**config.mk**
```make
export PLATFORM = sky130hd
export DESIGN_NAME = mmio_slot_initiator
export DESIGN_NICKNAME = d
export VERILOG_FILES = /design/src/rtl/mmio_pkg.sv /design/src/rtl/slot_watchdog.sv /design/src/rtl/mmio_slot_initiator.sv
export SDC_FILE = /design/constraint.sdc
export NUM_CORES = 1
export LEC_CHECK = 0
export CELL_PAD_IN_SITES_DETAIL_PLACEMENT = 0
export CELL_PAD_IN_SITES_GLOBAL_PLACEMENT = 1
export CORE_MARGIN = 5
export CORE_UTILIZATION = 29
export DETAILED_ROUTE_END_ITERATION = 10
export PLACE_DENSITY = 0.78
export SETUP_SLACK_MARGIN = 0.15
export SYNTH_ARGS = -nofsm -noshare
export SYNTH_HDL_FRONTEND = slang
export SYNTH_SLANG_ARGS = --single-unit
export TNS_END_PERCENT = 1
```
**constraint.sdc**
```tcl
create_clock -name clk -period 1.9 [get_ports clk]
set_clock_uncertainty 0.15 [all_clocks]
set_input_delay 0.38 -clock clk [delete_from_list [all_inputs] [get_ports clk]]
set_output_delay 0.38 -clock clk [all_outputs]
set_load 0.05 [all_outputs]
```
**src/rtl/mmio_pkg.sv**
```systemverilog
// Shared types and widths for the MMIO slot interface, used by the initiator
// and by the slot responders.
package mmio_pkg;

  localparam int MMIO_ADDR_WIDTH = 8;
  localparam int MMIO_DATA_WIDTH = 32;

  typedef enum logic [1:0] {
    IDLE,
    ACCESS,
    RELEASE,
    RESP
  } slot_state_e;

  typedef struct packed {
    logic [MMIO_DATA_WIDTH-1:0] rdata;
    logic                       slave_error;
    logic                       decode_error;
    logic                       timeout;
  } slot_resp_t;

endpackage

```
**src/rtl/slot_watchdog.sv**
```systemverilog
// Access watchdog: counts cycles while enabled and flags expiry on the last
// permitted cycle, so the owner can abort in that same cycle.
module slot_watchdog #(
  parameter int TIMEOUT_CYCLES = 64,
  parameter int TIMEOUT_WIDTH  = $clog2(TIMEOUT_CYCLES + 1)
) (
  input  logic clk,
  input  logic arst_n,
  input  logic clear,
  input  logic enable,
  output logic expired
);

  logic [TIMEOUT_WIDTH-1:0] count;

  // Saturates at the expiry value; the owner leaves ACCESS on expiry anyway.
  always_ff @(posedge clk or negedge arst_n) begin
    if (!arst_n) begin
      count <= '0;
    end else if (clear) begin
      count <= '0;
    end else if (enable && !expired) begin
      count <= count + TIMEOUT_WIDTH'(1);
    end
  end

  assign expired = (count == TIMEOUT_WIDTH'(TIMEOUT_CYCLES - 1));

endmodule

```
**src/rtl/mmio_slot_initiator.sv**
```systemverilog
// Initiator side of the MMIO slot interface: one outstanding request, slot pins
// driven from registers, response held until upstream accepts it.
module mmio_slot_initiator
  import mmio_pkg::*;
#(
  parameter int ADDR_WIDTH     = MMIO_ADDR_WIDTH,
  parameter int DATA_WIDTH     = MMIO_DATA_WIDTH,
  parameter int TIMEOUT_CYCLES = 64,
  parameter int TIMEOUT_WIDTH  = $clog2(TIMEOUT_CYCLES + 1)
) (
  input  logic                  clk,
  input  logic                  arst_n,
  input  logic                  req_valid,
  output logic                  req_ready,
  input  logic                  req_write,
  input  logic [ADDR_WIDTH-1:0] req_addr,
  input  logic [DATA_WIDTH-1:0] req_wdata,
  output logic                  resp_valid,
  input  logic                  resp_ready,
  output logic [DATA_WIDTH-1:0] resp_rdata,
  output logic                  resp_slave_error,
  output logic                  resp_decode_error,
  output logic                  resp_timeout,
  output logic                  chip_select,
  output logic                  read,
  output logic                  write,
  output logic [ADDR_WIDTH-1:0] addr,
  output logic [DATA_WIDTH-1:0] wr_data,
  output logic                  transaction_completed,
  input  logic [DATA_WIDTH-1:0] rd_data,
  input  logic                  wr_done,
  input  logic                  rd_done,
  input  logic                  slave_error,
  input  logic                  decode_error
);

  slot_state_e state;
  slot_resp_t  resp_q;
  logic        req_write_q;
  logic        slot_done;
  logic        expired;

  // Only the done matching the access direction counts.
  assign slot_done = req_write_q ? wr_done : rd_done;

  slot_watchdog #(
    .TIMEOUT_CYCLES(TIMEOUT_CYCLES),
    .TIMEOUT_WIDTH (TIMEOUT_WIDTH)
  ) u_watchdog (
    .clk    (clk),
    .arst_n (arst_n),
    .clear  (state == IDLE),
    .enable (state == ACCESS),
    .expired(expired)
  );

  // Slot pins and response are all registered; done beats a same-cycle expiry.
  always_ff @(posedge clk or negedge arst_n) begin
    if (!arst_n) begin
      state                 <= IDLE;
      req_ready             <= 1'b1;
      req_write_q           <= 1'b0;
      addr                  <= '0;
      wr_data               <= '0;
      chip_select           <= 1'b0;
      read                  <= 1'b0;
      write                 <= 1'b0;
      transaction_completed <= 1'b0;
      resp_valid            <= 1'b0;
      resp_q                <= '0;
    end else begin
      case (state)
        IDLE: begin
          if (req_valid) begin
            req_write_q <= req_write;
            addr        <= req_addr;
            wr_data     <= req_wdata;
            chip_select <= 1'b1;
            read        <= ~req_write;
            write       <= req_write;
            req_ready   <= 1'b0;
            state       <= ACCESS;
          end
        end
        ACCESS: begin
          if (slot_done || expired) begin
            chip_select           <= 1'b0;
            read                  <= 1'b0;
            write                 <= 1'b0;
            transaction_completed <= 1'b1;
            state                 <= RELEASE;
            if (slot_done) begin
              resp_q.rdata        <= (req_write_q || slave_error || decode_error) ? '0 : rd_data;
              resp_q.slave_error  <= slave_error;
              resp_q.decode_error <= decode_error;
              resp_q.timeout      <= 1'b0;
            end else begin
              resp_q <= '{rdata: '0, slave_error: 1'b0, decode_error: 1'b0, timeout: 1'b1};
            end
          end
        end
        RELEASE: begin
          transaction_completed <= 1'b0;
          resp_valid            <= 1'b1;
          state                 <= RESP;
        end
        RESP: begin
          if (resp_ready) begin
            resp_valid <= 1'b0;
            req_ready  <= 1'b1;
            state      <= IDLE;
          end
        end
        default: state <= IDLE;
      endcase
    end
  end

  assign resp_rdata        = resp_q.rdata;
  assign resp_slave_error  = resp_q.slave_error;
  assign resp_decode_error = resp_q.decode_error;
  assign resp_timeout      = resp_q.timeout;

endmodule

```
==> impl_metrics.env, run 1 <==
export IMPL_port_buffers=161
export IMPL_grt_setup_unrepaired="true"
export IMPL_seq_area_sq_um=2280
export IMPL_routed_wl_um=10060
export IMPL_drive_gt1_share_pct=38.62
export IMPL_finalSetupViolCount=0
export IMPL_finalNetCount=529
export IMPL_power_leakage_nw=2.711
export IMPL_ctsRootBufferMaster="clkbuf_16"
export IMPL_utilization_pct=46.34
export IMPL_ant_nets=0
export IMPL_holdPathStages=1
export IMPL_end_kind="register"
export IMPL_seq_area_frac_synth_pct=61.67
export IMPL_reg2reg_slack_ps=150
export IMPL_crit_arrival_ps=1870
export IMPL_tightest_slew_ps=492.0
export IMPL_maxCapViolations=0
export IMPL_power_total_mw=11.33
export IMPL_status="finished, final reports clean"
export IMPL_holdWs_ps=342.4
export IMPL_die_h_um=122.9
export IMPL_firstDrtPassIters=4
export IMPL_gp_congestion=0.7805
export IMPL_slew_headroom_pct=67.20
export IMPL_ioPinCount=162
export IMPL_synth_seq_cells=91
export IMPL_grt_usage_pct=13.43
export IMPL_drcViolationCount=0
export IMPL_crit_type="reg2reg"
export IMPL_grt_max_degree=92
export IMPL_cts_tree="yes"
export IMPL_vias_per_cell=4.715
export IMPL_syn_nets=348
export IMPL_placed_area_sq_um=5438
export IMPL_grt_pass1_vias=3015
export IMPL_chipWidth_um=122.9
export IMPL_antenna_cells=0
export IMPL_yosys_area_top_type="dfrtp_1"
export IMPL_core_area_sq_um=12570
export IMPL_finalSetupTns_ps=0
export IMPL_multi_input_area_sq_um=1330
export IMPL_path_clk_slew_ps=70
export IMPL_clockBufferDepth=2
export IMPL_stdcell_area_sq_um=5824
export IMPL_final_max_slew_viol_count=0
export IMPL_syn_avg_cell_area_sq_um=14.10
export IMPL_peakVddDrop_mv=1.151
export IMPL_syn2layout_area_growth_pct=57.64
export IMPL_yosys_warnings=0
export IMPL_fmax_mhz=572.5
export IMPL_synth_top_cell_area_share_pct=60.95
export IMPL_routed_via_count=2923
export IMPL_min_period_ps=1747
export IMPL_hold_viol=0
export IMPL_post_route_period_util_pct=91.93
export IMPL_start_kind="register"
export IMPL_cts_max_level=3
export IMPL_cts_sinks=91
export IMPL_std_cell_rows=41
export IMPL_fillCellCount=1164
export IMPL_ys_types=43
export IMPL_crit_fanout=6
export IMPL_syn_cell_area_sq_um=3695
export IMPL_antenna_found_initial=0
export IMPL_place_hpwl_um=7163
export IMPL_crit_required_ps=2030
export IMPL_start_util_pct=29.40
export IMPL_wl_per_cell_um=16.23
export IMPL_globalRouteOverflowTotal=0
export IMPL_die_area_sq_um=15100
export IMPL_grt_pass1_wl_um=15580
export IMPL_syn_inst=262
export IMPL_r2r_cells=4
export IMPL_hold_path_class="reg2reg"
export IMPL_clock_latency_ps=350
export IMPL_p_per_area_nw_per_um2=1946
export IMPL_drtIter0Drc=143
export IMPL_synth_area_top_cells="dfrtp_1 61%, mux2_2 12%, a22o_1 7.6%, ha_1 1.7%, a21oi_1 1.2%"
export IMPL_cts_buffers=9
==> cells by family after synthesis <==
| kind of cell | count (synthesis) | synth area share, % |
|---|---|---|
| AOI/OAI and AO/OA | 65 | 14.09 |
| and+or+nand+nor | 34 | 5.452 |
| DFF | 91 | 61.67 |
| muxes | 45 | 13.71 |
| buffers and inverters | 22 | 3.387 |
| adders and majority gates | 5 | 1.693 |
==> power breakdown <==
group	switching, mW	internal [mW]
sequential	0.506	2.78
clock	0.773	0.890
combinational	4.05	2.33
==> layout make-up <==
class	instances	share of cell area (%)
multi-input cells	149	22.84
flip-flops and latches	91	39.14
inverters	8	0.5585
repair buffers	184	29.00
well taps	172	3.695
clock inverters	7	0.9023
clock buffers	9	3.867
==> critical path, stage by stage (launching register included) <==
cell	delay [ps]
dfrtp_1	410
ha_1	230
and3b_2	250
or4_1	490
a21oi_2	150
==> Yosys cell counts (all sizes together) <==
master and count:
a22o 32, and4b 1, and3 4, or4 1
nand2 8, o21ai 2, o22ai 2, buf 12
a2bb2oi 1, o31ai 1, nand3 3, a221oi 1
nand3b 1, a21o 1, a2111oi 2, nand4 2
clkbuf 2, nand2b 4, mux2 42, inv 8
a21oi 9, a211o 1, ha 5, dfrtp 90
and3b 1, dfstp 1, o2111ai 1, nor2 2
mux2i 3, a31oi 3, a22oi 1, nor3 1
and4 1, nor3b 1, a211oi 3, nor4 1
o211ai 3, nor2b 3, a32o 2
==> layer usage <==
layer / share of wire (%) / GRT usage (%) / vias to the layer above
met2: 47 / 20.98 / 126
met5: 0 / 0 / -
met1: 41 / 16.29 / 1441
li1: - / - / 1345
met4: 1.0 / 3.359 / 0
met3: 12 / 7.189 / 11
==> cell usage in the layout, fill, tap and decap left out, types with 2 or more instances in the layout <==
cell and n:
nand2_1 7, dfrtp_1 89, clkbuf_16 9, a22o_1 32, ha_1 3, nor2_1 2, inv_1 6, o22ai_1 2
o211ai_1 3, nand2b_1 4, nand4_1 2, nor2b_1 3, buf_12 7, and3_1 4, a211oi_1 3, nand3_1 3
a31oi_1 3, mux2_2 40, clkdlybuf4s50_1 79, a21oi_1 8, o21ai_0 2, buf_4 96, mux2i_1 3, clkinvlp_4 4
a32o_1 2
==> path summary, 6_finish.rpt <==
check / start / endpoint
min in group asynchronous: arst_n / resp_rdata[22]
worst min register to register: resp_decode_error / resp_decode_error
worst max register to register: u_watchdog.count[1] / u_watchdog.count[5]
worst min-delay path: resp_decode_error / resp_decode_error
max in group asynchronous: arst_n / req_ready
worst max-delay path: u_watchdog.count[1] / u_watchdog.count[5]
==> state kept, by name, indices dropped and copies added (netlist names), 2 cells and up <==
signal	count
u_watchdog.count	7
wr_data	32
resp_rdata	32
state	2
addr	8
==> metrics by stage <==
stage | setup WS (ps) | std cells
finish | 153.3 | 620
global route | 88.03 | 620
CTS | 134.7 | 618
detailed placement | -82.92 | 598
global placement | -53.43 | 598
floorplan | 124.6 | 262
==> repair_timing <==
item                                   CTS  global route
hold buffers                             1             0
endpoints found under the hold margin   90             0
gates cloned                             1             0
pin swaps                                3             1
buffers inserted                         2             2
setup endpoints to repair               37            63
gates resized for setup                  6             5
Note: power is estimated with default switching activity, not from simulation.
==> inputs of run 2 (changes only) <==
--- a/config.mk
+++ b/config.mk
@@ -5,6 +5,7 @@
 export SDC_FILE = /design/constraint.sdc
 export NUM_CORES = 1
 export LEC_CHECK = 0
+export ABC_CLOCK_PERIOD_IN_PS = 1900
 export CELL_PAD_IN_SITES_DETAIL_PLACEMENT = 0
 export CELL_PAD_IN_SITES_GLOBAL_PLACEMENT = 1
 export CORE_MARGIN = 5
==> results of run 2 <==
No change in the layout: final DEF, timing and power equal those of run 1.
